$ cat src/rtl/alu_issue_pkg.sv
// Shared types and encodings for the execute-stage ALU issue block.
// Holds the FSM state enum, funct encodings and the ALU drive bundle.
package alu_issue_pkg;

  localparam logic [6:0] FUNCT7_M   = 7'b0000001;
  localparam logic [6:0] FUNCT7_SUB = 7'b0100000;
  localparam logic [6:0] FUNCT7_SRA = 7'b0100000;

  localparam logic [2:0] F3_ADD  = 3'b000;
  localparam logic [2:0] F3_SLL  = 3'b001;
  localparam logic [2:0] F3_SLT  = 3'b010;
  localparam logic [2:0] F3_SLTU = 3'b011;
  localparam logic [2:0] F3_XOR  = 3'b100;
  localparam logic [2:0] F3_SR   = 3'b101;
  localparam logic [2:0] F3_OR   = 3'b110;
  localparam logic [2:0] F3_AND  = 3'b111;

  localparam logic [2:0] F3_MUL    = 3'b000;
  localparam logic [2:0] F3_MULH   = 3'b001;
  localparam logic [2:0] F3_MULHSU = 3'b010;
  localparam logic [2:0] F3_MULHU  = 3'b011;
  localparam logic [2:0] F3_DIV    = 3'b100;
  localparam logic [2:0] F3_DIVU   = 3'b101;
  localparam logic [2:0] F3_REM    = 3'b110;
  localparam logic [2:0] F3_REMU   = 3'b111;

  typedef enum logic [2:0] {
    SETTLE,
    IDLE,
    ISSUE,
    WAIT,
    RESULT,
    DRAIN
  } alu_issue_state_t;

  typedef struct packed {
    logic [31:0] in1;
    logic [31:0] in2;
    logic        is_imm;
    logic [2:0]  funct3;
    logic [6:0]  funct7;
    logic [4:0]  rd;
  } alu_op_t;

  // Drive seen by the ALU while SETTLE lets an orphaned divide finish.
  function automatic alu_op_t settle_op();
    alu_op_t op;
    op        = '0;
    op.funct3 = F3_DIVU;
    op.funct7 = FUNCT7_M;
    return op;
  endfunction

endpackage

$ cat src/rtl/alu_issue.sv
// Issue/sequencing stage in front of the ALU: holds operands until done,
// then presents the result to writeback on a valid/ready handshake.
module alu_issue
  import alu_issue_pkg::*;
#(
  parameter int unsigned SETTLE_CYCLES    = 34,
  parameter bit          ZERO_RD_SUPPRESS = 1'b1
) (
  input  logic        clk,
  input  logic        rst,
  input  logic        flush,
  input  logic        in_valid,
  output logic        in_ready,
  input  logic [31:0] in_rs1_val,
  input  logic [31:0] in_rs2_val,
  input  logic [31:0] in_imm,
  input  logic        in_is_imm,
  input  logic [2:0]  in_funct3,
  input  logic [6:0]  in_funct7,
  input  logic [4:0]  in_rd,
  output logic [31:0] alu_in1,
  output logic [31:0] alu_in2,
  output logic        alu_is_imm,
  output logic [2:0]  alu_funct3,
  output logic [6:0]  alu_funct7,
  output logic        alu_ready,
  input  logic [31:0] alu_out,
  input  logic        alu_done,
  output logic        wb_valid,
  input  logic        wb_ready,
  output logic [4:0]  wb_rd,
  output logic [31:0] wb_data,
  output logic        busy
);

  localparam int unsigned CW =
    (SETTLE_CYCLES > 0) ? $clog2(SETTLE_CYCLES + 1) : 1;

  alu_issue_state_t state, state_n;
  logic [CW-1:0]    cnt, cnt_n;
  alu_op_t          drv;
  alu_op_t          acc_op;
  logic             accept;
  logic             suppress;
  logic             capture;

  assign in_ready = !flush &&
    (state == IDLE || (state == RESULT && wb_ready));
  assign accept   = in_valid && in_ready;
  assign suppress = ZERO_RD_SUPPRESS && (drv.rd == 5'd0);
  assign capture  = (state == ISSUE || state == WAIT) &&
    alu_done && !flush && !suppress;

  always_comb begin
    acc_op        = '0;
    acc_op.in1    = in_rs1_val;
    acc_op.in2    = in_is_imm ? in_imm : in_rs2_val;
    acc_op.is_imm = in_is_imm;
    acc_op.funct3 = in_funct3;
    acc_op.funct7 = in_funct7;
    acc_op.rd     = in_rd;
  end

  always_ff @(posedge clk or negedge rst) begin
    if (!rst) begin
      state <= SETTLE;
      cnt   <= CW'(SETTLE_CYCLES);
    end else begin
      state <= state_n;
      cnt   <= cnt_n;
    end
  end

  always_comb begin
    state_n = state;
    cnt_n   = cnt;
    unique case (state)
      SETTLE: begin
        if (cnt != '0) cnt_n = cnt - CW'(1);
        if (cnt <= CW'(1)) state_n = IDLE;
      end
      IDLE: begin
        if (accept) state_n = ISSUE;
      end
      ISSUE, WAIT: begin
        // A flush racing completion needs no drain: the ALU is already free.
        if (alu_done)
          state_n = (flush || suppress) ? IDLE : RESULT;
        else if (flush)
          state_n = DRAIN;
        else
          state_n = WAIT;
      end
      RESULT: begin
        if (flush)
          state_n = IDLE;
        else if (wb_ready)
          state_n = accept ? ISSUE : IDLE;
      end
      DRAIN: begin
        if (alu_done) state_n = IDLE;
      end
      default: state_n = SETTLE;
    endcase
  end

  always_ff @(posedge clk or negedge rst) begin
    if (!rst) begin
      drv     <= settle_op();
      wb_rd   <= '0;
      wb_data <= '0;
    end else begin
      if (state == SETTLE)
        drv <= settle_op();
      else if (accept)
        drv <= acc_op;
      if (capture) begin
        wb_rd   <= drv.rd;
        wb_data <= alu_out;
      end
    end
  end

  assign alu_in1    = drv.in1;
  assign alu_in2    = drv.in2;
  assign alu_is_imm = drv.is_imm;
  assign alu_funct3 = drv.funct3;
  assign alu_funct7 = drv.funct7;

  assign alu_ready = (state == ISSUE);
  assign wb_valid  = (state == RESULT);
  assign busy      = (state == ISSUE) || (state == WAIT) ||
                     (state == RESULT) || (state == DRAIN);

endmodule

$ cat config.mk
export PLATFORM = sky130hd
export DESIGN_NAME = alu_issue
export DESIGN_NICKNAME = d
export VERILOG_FILES = /design/src/rtl/alu_issue_pkg.sv /design/src/rtl/alu_issue.sv
export SDC_FILE = /design/constraint.sdc
export NUM_CORES = 1
export LEC_CHECK = 0
export CAP_MARGIN = 40
export CORE_MARGIN = 5
export CORE_UTILIZATION = 40
export DETAILED_ROUTE_END_ITERATION = 12
export DONT_BUFFER_PORTS = 1
export GPL_TIMING_DRIVEN = 0
export PLACE_DENSITY = 0.56
export SETUP_SLACK_MARGIN = 0.02
export SYNTH_ARGS = -nofsm -noshare
export SYNTH_HDL_FRONTEND = slang
export SYNTH_SLANG_ARGS = --single-unit
export TNS_END_PERCENT = 5
$ cat constraint.sdc
create_clock -name clk -period 2 [get_ports clk]
set_input_delay 0.5 -clock clk [delete_from_list [all_inputs] [get_ports clk]]
set_output_delay 0.5 -clock clk [all_outputs]
set_load 0.05 [all_outputs]
==> parameters.txt, run 1 <==
Parameter                              Value

Run status
  Run status ... finished with violations
  Violated checks ... negative hold slack, negative setup slack

Finish
  Finished layout cell area ... 7009 um2
  Diode count ... 0
  Share of cells above drive strength 1 ... 0.3072
  Post-layout util ... 0.4804
  Top library cells by usage in the layout, fill and taps aside ... sky130_fd_sc_hd__dfrtp_1, sky130_fd_sc_hd__nand2_1, sky130_fd_sc_hd__buf_4, sky130_fd_sc_hd__nand3_1, sky130_fd_sc_hd__o21ai_0
  Area Overhead vs Synth ... 17.22%
  Count of nets after finishing ... 738
  Non-Filler Instances ... 783
  Most common library cell in the layout ignoring fill and taps ... sky130_fd_sc_hd__dfrtp_1

Synthesis
  Count of synthesis-stage warnings from yosys ... 0
  Post-synthesis adder-cell area fraction ... 0.004185
  Number of flip-flops and latches in the synthesized netlist ... 126
  Compound-cell area share of the yosys netlist ... 0.04708
  Post-Synthesis Net Count ... 715
  Post-Synthesis Cell Area ... 5979 um2
  XOR/XNOR share of the synthesized area ... 0.004394
  Combinational family with the most area after synthesis ... simple AND/OR/NAND/NOR gates
  Number of instances in the synthesized netlist ... 563
  Multiplexer area fraction after synthesis ... 0.1371
  Distinct cell type count of the synthesized netlist ... 37
  Synthesized area per cell ... 10.62 um2
  Sequential area share after synthesis ... 0.5284
  Area share of and/or/nand/nor cells after synthesis ... 0.1490

STA
  RSZ-0062 raised after global routing ... yes
  Smallest setup slack after layout ... -39.87 ps
  Final period demand of the worst path ... 2040 ps
  Final clock skew ... 6.789 ps
  Max Clock Freq ... 490.2 MHz
  Transition time at the pin with the least slew margin ... 771.6 ps
  Final Slew Violations ... 0
  Max-slew headroom at the worst pin ... 0.4856
  Part of the cycle the worst path needs ... 1.020
  Setup violations, final ... 1
  Count of final hold-check violations ... 122
  Post-route worst hold slack ... -217.4 ps

Placed design
  Count of buffers inserted at the top-level ports ... 0
  Inst Count DP ... 750
  Dpl hpwl ... 11570 um
  Final Wtd Congestion ... 0.7744
  Setup Slack @ Placement ... -164.6 ps
  Standard cell area after detailed placement ... 6237 um2

Global route
  Number of global-route vias before repair ... 4307
  Maximum number of pins on one net before global-route repair ... 127
  Global-route wire length before repair ... 23960 um
  Initial antenna violation count ... 0
  Final global-route overflow total ... 0
  Overall Global Routing Usage ... 0.1733

Clock tree
  Maximum level of the CTS H-tree ... 4
  Clock Path Buffers ... 2
  Clock-pin slew on the worst setup and hold paths ... 50 ps
  Clock Sinks ... 126
  Number of buffers inserted during clock tree synthesis ... 17
  Clock root buffer master ... sky130_fd_sc_hd__clkbuf_16
  Worst skew pair latency ... 410 ps
  CTS tree ... done

Floorplan
  Die Span Y ... 132.3 um
  Die outline width ... 132.3 um
  Core Area ... 14590 um2
  Starting density of the core ... 0.4099
  Number of top-level pins ... 266
  Site row count ... 44
  Die area ... 17490 um2

Setup path
  Crit path DAT ... 1540 ps
  Worst Setup Start Kind ... flop
  Timing startpoint of the critical path ... state[0]
  Worst reg-to-reg path cell count ... 6
  Max FO, Critical Path ... 9
  Crit Path Category ... reg -> out
  Category of the worst setup path capture point ... output port
  Worst EP required ... 1500 ps
  Startpoint of the lowest-slack register-to-register path ... drv[2]

Drt
  Post-detailed-route via-to-cell ratio ... 5.158
  Routed length per instance ... 19.89 um
  Count of antenna-violating nets left after detailed routing ... 0
  Vias after detailed routing ... 4039
  # DRC ... 0
  Aggregate routed wire length ... 15570 um
  Iteration-0 DRC Markers ... 118
  Detailed Routing Iterations Pass 1 ... 4

Pwr
  Leakage ... 3.556 nW
  Peak supply drop ... 926.4 uV
  Power density over the cells ... 2092 nW/um2

Job
  Count of maximum capacitance violations ... 0

Hold path
  Path class of the lowest-slack min-delay path ... in -> async
worst max-delay path: stages, from the launching register on:
cell and delay, ps:
sky130_fd_sc_hd__dfrtp_1 370, sky130_fd_sc_hd__buf_6 130, sky130_fd_sc_hd__nand3b_1 190, sky130_fd_sc_hd__a211oi_2 240
sky130_fd_sc_hd__buf_6 190
power by group:
group	switching (W)	internal, W
clock	0.00115	0.00254
sequential	0.00200	0.00359
combinational	0.00362	0.00175
stage by stage:
| stage | hold slack [ps] | power (W) | setup TNS (ps) |
|---|---|---|---|
| after global routing | -246.3 | 0.01534 | -1635 |
| after detailed placement | 207.4 | 0.01101 | -2147 |
| final | -217.4 | 0.01466 | -39.87 |
| after floorplan | 204.4 | 0.01021 | 0 |
| after CTS | -243.9 | 0.01480 | -70.40 |
| after global placement | 207.6 | 0.01090 | -787.6 |
state kept, by name, indices dropped and copies added (netlist names), 3 cells and up:
register	cells
alu_in1	32
alu_in2	32
wb_data	32
alu_funct7	7
cnt	6
drv	5
wb_rd	5
alu_funct3	3
state	3
worst paths after layout:
path,to,slack (ps)
max in group asynchronous,alu_funct7[0],1950
worst max-delay path,in_ready,-40
worst min-delay path,wb_data[10],-220
worst max register to register,wb_data[25],50
min in group clk,alu_funct3[2],180
worst min register to register,alu_in2[22],500
synthesized netlist by cell type:
| cell | instances | area (um2) |
|---|---|---|
| sky130_fd_sc_hd__xnor2_1 | 2 | 17.52 |
| sky130_fd_sc_hd__nand2b_1 | 3 | 18.77 |
| sky130_fd_sc_hd__o31ai_1 | 1 | 7.510 |
| sky130_fd_sc_hd__dfrtp_1 | 121 | 3028 |
| sky130_fd_sc_hd__a21o_1 | 2 | 15.01 |
| sky130_fd_sc_hd__xor2_1 | 1 | 8.760 |
| sky130_fd_sc_hd__or3_1 | 1 | 6.260 |
| sky130_fd_sc_hd__buf_12 | 3 | 60.06 |
| sky130_fd_sc_hd__a21oi_1 | 4 | 20.02 |
| sky130_fd_sc_hd__buf_2 | 12 | 60.06 |
| sky130_fd_sc_hd__a211oi_1 | 2 | 15.01 |
| sky130_fd_sc_hd__nor2_1 | 6 | 22.52 |
| sky130_fd_sc_hd__a2111oi_2 | 1 | 15.01 |
| sky130_fd_sc_hd__mux2i_1 | 32 | 320.3 |
| sky130_fd_sc_hd__dfstp_2 | 5 | 131.4 |
| sky130_fd_sc_hd__mux2_4 | 19 | 285.3 |
| sky130_fd_sc_hd__nor4_1 | 1 | 6.260 |
| sky130_fd_sc_hd__nand3_1 | 77 | 385.4 |
| sky130_fd_sc_hd__nand3b_1 | 1 | 7.510 |
| sky130_fd_sc_hd__nor3b_1 | 1 | 7.510 |
| sky130_fd_sc_hd__clkbuf_1 | 10 | 37.54 |
| sky130_fd_sc_hd__o21ai_0 | 34 | 170.2 |
| sky130_fd_sc_hd__ha_1 | 2 | 25.02 |
| sky130_fd_sc_hd__buf_1 | 7 | 26.28 |
| sky130_fd_sc_hd__or3b_2 | 1 | 8.760 |
| sky130_fd_sc_hd__or3_4 | 1 | 11.26 |
| sky130_fd_sc_hd__o22ai_1 | 1 | 6.260 |
| sky130_fd_sc_hd__a211o_1 | 1 | 8.760 |
| sky130_fd_sc_hd__o21ai_1 | 3 | 15.01 |
| sky130_fd_sc_hd__o311ai_0 | 1 | 8.760 |
| sky130_fd_sc_hd__mux2_2 | 19 | 214.0 |
| sky130_fd_sc_hd__buf_4 | 77 | 578.1 |
| sky130_fd_sc_hd__nand2_1 | 100 | 375.4 |
| sky130_fd_sc_hd__nor3_1 | 4 | 20.02 |
| sky130_fd_sc_hd__nor2b_1 | 1 | 6.260 |
| sky130_fd_sc_hd__or4_1 | 2 | 15.01 |
| sky130_fd_sc_hd__inv_1 | 4 | 15.01 |
layer usage:
layer,routed length [um],vias up,part of all wire,track usage
li1,-,1877,-,-
met3,1480,12,0.095,0.07901
met5,0,-,0,0
met1,6252,1958,0.40,0.2062
met2,7687,192,0.49,0.2861
met4,150,0,0.0096,0.04468
final cells by class:
type	count	area [um2]
buffer	109	783.3
clock buffer	19	452.9
multi-input combinational	324	2067
timing repair buffer	4	41.29
clock inverter	13	259.0
fill	1339	7580
inverter	4	15.01
sequential	126	3161
tap	184	230.2
kinds of logic (layout without fill, tap and decap cells):
| group | Yosys count | after routing |
|---|---|---|
| fa+ha+maj | 2 | 2 |
| flops | 126 | 126 |
| buf+inv | 113 | 149 |
| xor+xnor | 3 | 3 |
| simple gates | 199 | 199 |
| compound gates | 50 | 50 |
| mux | 70 | 70 |
timing repair:
| item | in CTS | in global routing |
|---|---|---|
| endpoints found under the setup margin | 80 | 101 |
| resized for setup | 9 | 11 |
| pin swaps | 1 | 1 |
| hold endpoints to repair | 126 | 126 |
| buffers inserted | 1 | 0 |
Note: power is estimated with default switching activity, not from simulation.
==> inputs of run 2 (changes only) <==
- CORE_UTILIZATION: 40 -> 27
- PLACE_DENSITY: 0.56 -> 0.42
==> parameters.txt, run 2 (synthesis results as in run 1) <==
Parameter                              Value

Run status
  Run status ... finished with violations
  Violated checks ... negative hold slack, negative setup slack

Pwr
  Sequential share of power ... 0.404 (+0.022)
  Net switching component of the power ... 0.006842 W (+0.99%)
  Power density over the cells ... 1982 nW/um2 (-5.3%)
  Internal Pwr Total ... 0.007032 W (-11%)
  Peak supply drop ... 695.3 uV (-25%)
  Portion of total power attributed to the clock network ... 0.204 (-0.048)
  Combinational Power Share ... 0.392 (+0.025)
  Total design power ... 0.01387 W (-5.4%)
  Switching share of total power ... 0.4932 (+0.03110)
  Leakage ... 3.471 nW (-2.4%)

Floorplan
  Die outline width ... 158.8 um (+20%)
  Core Area ... 21820 um2 (+50%)
  Die Span Y ... 158.8 um (+20%)
  Site row count ... 54 (+23%)
  Number of top-level pins ... 266 (unchanged)
  Die area ... 25220 um2 (+44%)
  Starting density of the core ... 0.2740 (-0.1359)

Global route
  Number of global-route vias before repair ... 4459 (+3.5%)
  Initial antenna violation count ... 0 (unchanged)
  Global-route wire length before repair ... 26170 um (+9.2%)
  Maximum number of pins on one net before global-route repair ... 127 (unchanged)
  Overall Global Routing Usage ... 0.1307 (-0.04256)
  Final global-route overflow total ... 0 (unchanged)

Drt
  # DRC ... 0 (unchanged)
  Iteration-0 DRC Markers ... 115 (-2.5%)
  Vias after detailed routing ... 4058 (+0.47%)
  Detailed Routing Iterations Pass 1 ... 4 (unchanged)
  Routed length per instance ... 18.87 um (-5.1%)
  Count of antenna-violating nets left after detailed routing ... 0 (unchanged)
  Aggregate routed wire length ... 16600 um (+6.6%)
  Post-detailed-route via-to-cell ratio ... 4.611 (-11%)

STA
  RSZ-0062 raised after global routing ... yes
  Setup violations, final ... 1 (unchanged)
  Final Slew Violations ... 0 (unchanged)
  Final period demand of the worst path ... 2143 ps (+102.9 ps)
  Final clock skew ... 8.868 ps (+2.079 ps)
  Transition time at the pin with the least slew margin ... 776.7 ps (+5.089 ps)
  Max-slew headroom at the worst pin ... 0.4782 (-0.007376)
  Post-route worst hold slack ... -217.1 ps (+0.2980 ps)
  Count of final hold-check violations ... 121 (-0.82%)
  Smallest setup slack after layout ... -142.8 ps (-102.9 ps)
  Part of the cycle the worst path needs ... 1.071 (+0.05145)
  Max Clock Freq ... 466.7 MHz (-4.8%)

Finish
  Count of nets after finishing ... 739 (+0.14%)
  Top library cells by usage in the layout, fill and taps aside ... sky130_fd_sc_hd__dfrtp_1, sky130_fd_sc_hd__nand2_1, sky130_fd_sc_hd__buf_4, sky130_fd_sc_hd__nand3_1, sky130_fd_sc_hd__o21ai_0
  Post-layout util ... 0.3208 (-0.1597)
  Most common library cell in the layout ignoring fill and taps ... sky130_fd_sc_hd__dfrtp_1
  Area Overhead vs Synth ... 17.07%
  # fillers ... 2210 (+65%)
  Diode count ... 0 (unchanged)
  Non-Filler Instances ... 880 (+12%)
  Share of cells above drive strength 1 ... 0.3217 (+0.01449)
  Finished layout cell area ... 7000 um2 (-0.12%)

Setup path
  Max FO, Critical Path ... 5 (-4)
  Crit Path Category ... reg -> out
  Worst EP required ... 1500 ps (about the same)
  Category of the worst setup path capture point ... output port
  Crit path DAT ... 1640 ps (+100 ps)
  Worst Setup Start Kind ... flop

Clock tree
  Number of buffers inserted during clock tree synthesis ... 17 (unchanged)
  Clock-pin slew on the worst setup and hold paths ... 60 ps (about the same)
  Clock root buffer master ... sky130_fd_sc_hd__clkbuf_16
  Clock Path Buffers ... 2 (unchanged)
  CTS tree ... done
  Clock Sinks ... 126 (unchanged)
  Maximum level of the CTS H-tree ... 4 (unchanged)
  Worst skew pair latency ... 410 ps (about the same)

Placed design
  Standard cell area after detailed placement ... 6350 um2 (+1.8%)
  Count of buffers inserted at the top-level ports ... 0 (unchanged)
  Inst Count DP ... 845 (+13%)
  Dpl hpwl ... 12480 um (+7.9%)
  Final Wtd Congestion ... 0.7632 (-1.4%)

Hold path
  Path class of the lowest-slack min-delay path ... in -> async

Job
  Count of maximum capacitance violations ... 0 (unchanged)
[run 2: cell count changes in the layout (fill, tap and decap cells not counted), sizes merged]
cell,previous run,this run
clkbuf,32,30
clkinvlp,0,5
inv,5,6
bufinv,7,0
buf,100,104
[run 2: path summary, 6_finish.rpt]
path | slack (ps) | start | depth (start not counted) | to
max | -140 | state[0] | 2 | in_ready
min | -220 | rst | 0 | wb_data[25]
max reg2reg | 10 | state[1] | 4 | cnt[4]
min reg2reg | 500 | alu_in1[17] | 2 | alu_in1[17]
max in group asynchronous | 1920 | rst | 0 | cnt[1]
min in group clk | 180 | in_funct3[2] | 2 | alu_funct3[2]
[run 2: power groups by stage]
stage / Sequential [W] / Combinational, W / Clock [W]
4_1_cts: 0.00562 / 0.00551 / 0.00296
3_5_place_dp: 0.00565 / 0.00540 / 0
5_1_grt: 0.00574 / 0.00582 / 0.00307
3_3_place_gp: 0.00562 / 0.00537 / 0
6_report: 0.00560 / 0.00544 / 0.00283
2_1_floorplan: 0.00538 / 0.00483 / 0
[run 2: cell type report]
class	instances	area [um2]	area share
Sequential cell	126	3163	0.4518
Multi-Input combinational cell	324	2102	0.3003
Buffer	107	765.7	0.1094
Clock buffer	20	456.7	0.06524
Tap cell	280	350.3	0.05004
Clock inverter	12	87.58	0.01251
Timing Repair Buffer	7	60.06	0.008579
Inverter	4	15.01	0.002145
[run 2: timing repair]
action                                 CTS  global route
gates resized for setup                 18             8
endpoints found under the hold margin  126           126
setup buffers                            5             0
setup endpoints to repair              104            96
cloned                                   0             0
pin swaps                                2             2
[run 2: layer usage]
metal / up-vias / track usage / part of all wire
met2: 201 / 0.2124 / 0.48
met4: 0 / 0.04537 / 0.021
met3: 14 / 0.05443 / 0.094
met1: 1967 / 0.1561 / 0.41
li1: 1876 / - / -
met5: - / 0 / 0
[run 2: critical path: stages (launching register included)]
cell and delay, ps:
sky130_fd_sc_hd__dfrtp_2 430, sky130_fd_sc_hd__nand3b_1 230, sky130_fd_sc_hd__a211oi_4 580
[run 2: through the flow]
stage,setup TNS [ps],setup slack (ps),hold WS [ps]
3_5_place_dp,-8068,-155.6,208.0
4_1_cts,-258.5,-167.2,-243.5
6_report,-142.8,-142.8,-217.1
2_1_floorplan,0,60.41,204.4
5_1_grt,-1167,-206.2,-251.9
3_3_place_gp,-6877,-126.6,207.8
==> inputs of run 3 (changes only) <==
- ABC_AREA: unset -> 1
==> parameters.txt, run 3 <==
Parameter                              Value

Run status
  Run status ... finished with violations
  Violated checks ... negative hold slack

Finish
  # fillers ... 2312 (+4.6%)
  Share of cells above drive strength 1 ... 0.2197 (-0.1020)
  Diode count ... 0 (unchanged)
  Area of combinational cells with multiple inputs ... 1832 um2 (-13%)
  Top library cells by usage in the layout, fill and taps aside ... sky130_fd_sc_hd__nand2_1, sky130_fd_sc_hd__dfrtp_1, sky130_fd_sc_hd__buf_4, sky130_fd_sc_hd__o21ai_0, sky130_fd_sc_hd__inv_1
  Area Overhead vs Synth ... 16.73%
  Count of nets after finishing ... 840 (+14%)
  Sequential standard cell area ... 3161 um2 (about the same)
  Most common library cell in the layout ignoring fill and taps ... sky130_fd_sc_hd__nand2_1

Synthesis
  Top cells by area, synth ... sky130_fd_sc_hd__dfrtp_1, sky130_fd_sc_hd__nand2_1, sky130_fd_sc_hd__buf_4
  Multiplexer area fraction after synthesis ... 0.02693 (-0.1101)
  Number of instances in the synthesized netlist ... 667 (+18%)
  Combinational family with the most area after synthesis ... simple AND/OR/NAND/NOR gates
  Post-synthesis async set-or-reset flop share ... 1.000 (unchanged)
  Area share of and/or/nand/nor cells after synthesis ... 0.1761 (+0.02711)
  Post-Synthesis Net Count ... 819 (+15%)
  Sequential area share after synthesis ... 0.5312 (+0.002890)
  Most repeated cell in the gate-level netlist after synthesis ... sky130_fd_sc_hd__nand2_1
  Post-synthesis adder-cell area fraction ... 0.004208 (+0.00002289)
  Ranking of synthesized cells by instance count ... sky130_fd_sc_hd__nand2_1, sky130_fd_sc_hd__dfrtp_1, sky130_fd_sc_hd__buf_4
  Count of synthesis-stage warnings from yosys ... 0 (unchanged)
  Distinct cell type count of the synthesized netlist ... 30 (-19%)
  Number of synthesized flops with an enable pin ... 0 (unchanged)
  Commonest register cell after synthesis ... sky130_fd_sc_hd__dfrtp_1
  XOR/XNOR share of the synthesized area ... 0.007364 (+0.002970)
  Synthesized area per cell ... 8.916 um2 (-16%)
  Compound-cell area share of the yosys netlist ... 0.09068 (+0.04360)
  Number of flip-flops and latches in the synthesized netlist ... 126 (unchanged)
  Post-synth top area share ... 0.5092 (+0.002770)
  Post-Synthesis Cell Area ... 5947 um2 (-0.54%)
  Leading area contributor after synthesis ... sky130_fd_sc_hd__dfrtp_1

STA
  Smallest setup slack after layout ... 82.35 ps (+225.1 ps)
  Final Slew Violations ... 0 (unchanged)
  Final period demand of the worst path ... 1918 ps (-225.1 ps)
  Final clock skew ... 10.89 ps (+2.021 ps)
  RSZ-0062 raised after global routing ... yes
  Count of final hold-check violations ... 123 (+1.7%)
  Final total negative setup slack ... 0 ps (+142.8 ps)
  Max-slew headroom at the worst pin ... 0.6371 (+0.1589)
  Part of the cycle the worst path needs ... 0.9588 (-0.1126)
  Post-route worst hold slack ... -221.2 ps (-4.075 ps)
  Setup violations, final ... 0 (-1)
  Transition time at the pin with the least slew margin ... 544.3 ps (-232.3 ps)
  Max Clock Freq ... 521.5 MHz (+12%)

Drt
  Vias after detailed routing ... 4193 (+3.3%)
  Aggregate routed wire length ... 16360 um (-1.5%)
  Iteration-0 DRC Markers ... 237 (+110%)
  # DRC ... 0 (unchanged)
  Post-detailed-route via-to-cell ratio ... 4.274 (-7.3%)
  Routed length per instance ... 16.67 um (-12%)
  Count of antenna-violating nets left after detailed routing ... 0 (unchanged)
  Detailed Routing Iterations Pass 1 ... 4 (unchanged)

Global route
  Initial antenna violation count ... 0 (unchanged)
  Maximum number of pins on one net before global-route repair ... 127 (unchanged)
  Final global-route overflow total ... 0 (unchanged)
  Number of global-route vias before repair ... 4312 (-3.3%)
  Global-route wire length before repair ... 24410 um (-6.7%)
  Overall Global Routing Usage ... 0.1270 (-0.003713)

Pwr
  Power density over the cells ... 1932 nW/um2 (-2.5%)
  Total design power ... 0.01341 W (-3.3%)
  Leakage ... 3.771 nW (+8.7%)
  Peak supply drop ... 779.3 uV (+12%)

Setup path
  Category of the worst setup path capture point ... output port
  Max FO, Critical Path ... 5 (unchanged)
  Worst Setup Start Kind ... flop
  Cell with the largest stage delay on the worst path ... sky130_fd_sc_hd__dfrtp_2
  Worst EP required ... 1500 ps (about the same)
  Crit Path Category ... reg -> out
  Crit path DAT ... 1420 ps (-220 ps)
  Crit-path max cell delay ... 450 ps (-130 ps)
  Critical path cell sequence ... nor2_4 > nand3_2 > a21oi_2 > buf_6
  CP delay by family, top ... flip-flops
  Critical path buffers and inverters ... 1 (+1)

Floorplan
  Die outline width ... 158.4 um (-0.26%)
  Core Area ... 21760 um2 (-0.31%)
  Site row count ... 54 (unchanged)
  Starting density of the core ... 0.2733 (-0.0006444)
  Die Span Y ... 158.4 um (-0.26%)
  Die area ... 25090 um2 (-0.51%)
  Number of top-level pins ... 266 (unchanged)

Clock tree
  Clock Sinks ... 126 (unchanged)
  CTS tree ... done
  Number of buffers inserted during clock tree synthesis ... 17 (unchanged)
  Worst skew pair latency ... 410 ps (about the same)
  Clock-pin slew on the worst setup and hold paths ... 60 ps (about the same)
  Maximum level of the CTS H-tree ... 4 (unchanged)
  Clock root buffer master ... sky130_fd_sc_hd__clkbuf_16
  Clock Path Buffers ... 2 (unchanged)

Hold path
  Path class of the lowest-slack min-delay path ... in -> async

Placed design
  Count of buffers inserted at the top-level ports ... 0 (unchanged)
  Dpl hpwl ... 12410 um (-0.50%)
  Setup Slack @ Placement ... 219.3 ps (+374.8 ps)
  Final Wtd Congestion ... 0.8002 (+4.8%)

Job
  Count of maximum capacitance violations ... 0 (unchanged)
==> run 3: cell count changes after synthesis, moves of 17 or more <==
cell | previous run | this run
sky130_fd_sc_hd__nand2_1 | 100 | 223
sky130_fd_sc_hd__nand3_1 | 77 | 9
sky130_fd_sc_hd__inv_1 | 4 | 51
sky130_fd_sc_hd__mux2_2 | 19 | 0
sky130_fd_sc_hd__mux2_4 | 19 | 0
sky130_fd_sc_hd__o21ai_0 | 34 | 51
==> run 3: final cells by class <==
| class | instances | area share |
|---|---|---|
| Multi-Input combinational cell | 384 | 0.2639 |
| Timing Repair Buffer | 2 | 0.003244 |
| Buffer | 102 | 0.1099 |
| Sequential cell | 126 | 0.4553 |
| Clock inverter | 12 | 0.01929 |
| Tap cell | 280 | 0.05047 |
| Inverter | 55 | 0.03064 |
| Clock buffer | 20 | 0.06723 |
==> run 3: power breakdown <==
part | switching [W] | total (W) | leakage (nW) | internal [W]
combinational | 0.00357 | 0.00505 | 1.82 | 0.00148
clock | 0.00119 | 0.00313 | 0.281 | 0.00194
sequential | 0.00178 | 0.00523 | 1.67 | 0.00345
==> run 3: cells by family after synthesis <==
family                   after synthesis
buffers and inverters                157
AO/OA/AOI/OAI                         98
AND/OR/NAND/NOR                      263
adder cells (fa/ha/maj)                2
multiplexers                          16
flip-flops                           126
XOR/XNOR                               5
==> run 3: metal layers <==
layer	global-route usage	routed length (um)	vias to the layer above	share of wire
met3	0.03561	1064	6	0.065
met2	0.2182	8454	142	0.52
met5	0	0	-	0
met4	0.03534	121	0	0.0074
li1	-	-	2045	-
met1	0.1568	6718	2000	0.41
==> run 3: worst paths after layout <==
check,startpoint,to,slack (ps),depth (start not counted)
worst max-delay path,state[0],in_ready,80,4
worst min-delay path,rst,wb_data[23],-220,0
worst max register to register,state[0],alu_funct7[6],310,8
worst min register to register,alu_in1[8],alu_in1[8],470,2
max in group asynchronous,rst,cnt[5],1840,0
min in group clk,in_rs1_val[2],alu_in1[2],210,2
==> run 3: timing repair <==
item,in CTS,in global routing
endpoints found under the setup margin,3,4
buffers inserted,0,0
gates resized for setup,4,5
endpoints found under the hold margin,126,126
==> run 3: metrics by stage <==
| step | utilization | cell area (um2) | std cells |
|---|---|---|---|
| after floorplan | - | 5947 | 667 |
| after global placement | 0.2895 | 6297 | 947 |
| after detailed placement | 0.2901 | 6312 | 949 |
| after CTS | 0.3184 | 6928 | 981 |
| after global routing | 0.3191 | 6942 | 981 |
| final | 0.3191 | 6942 | 981 |
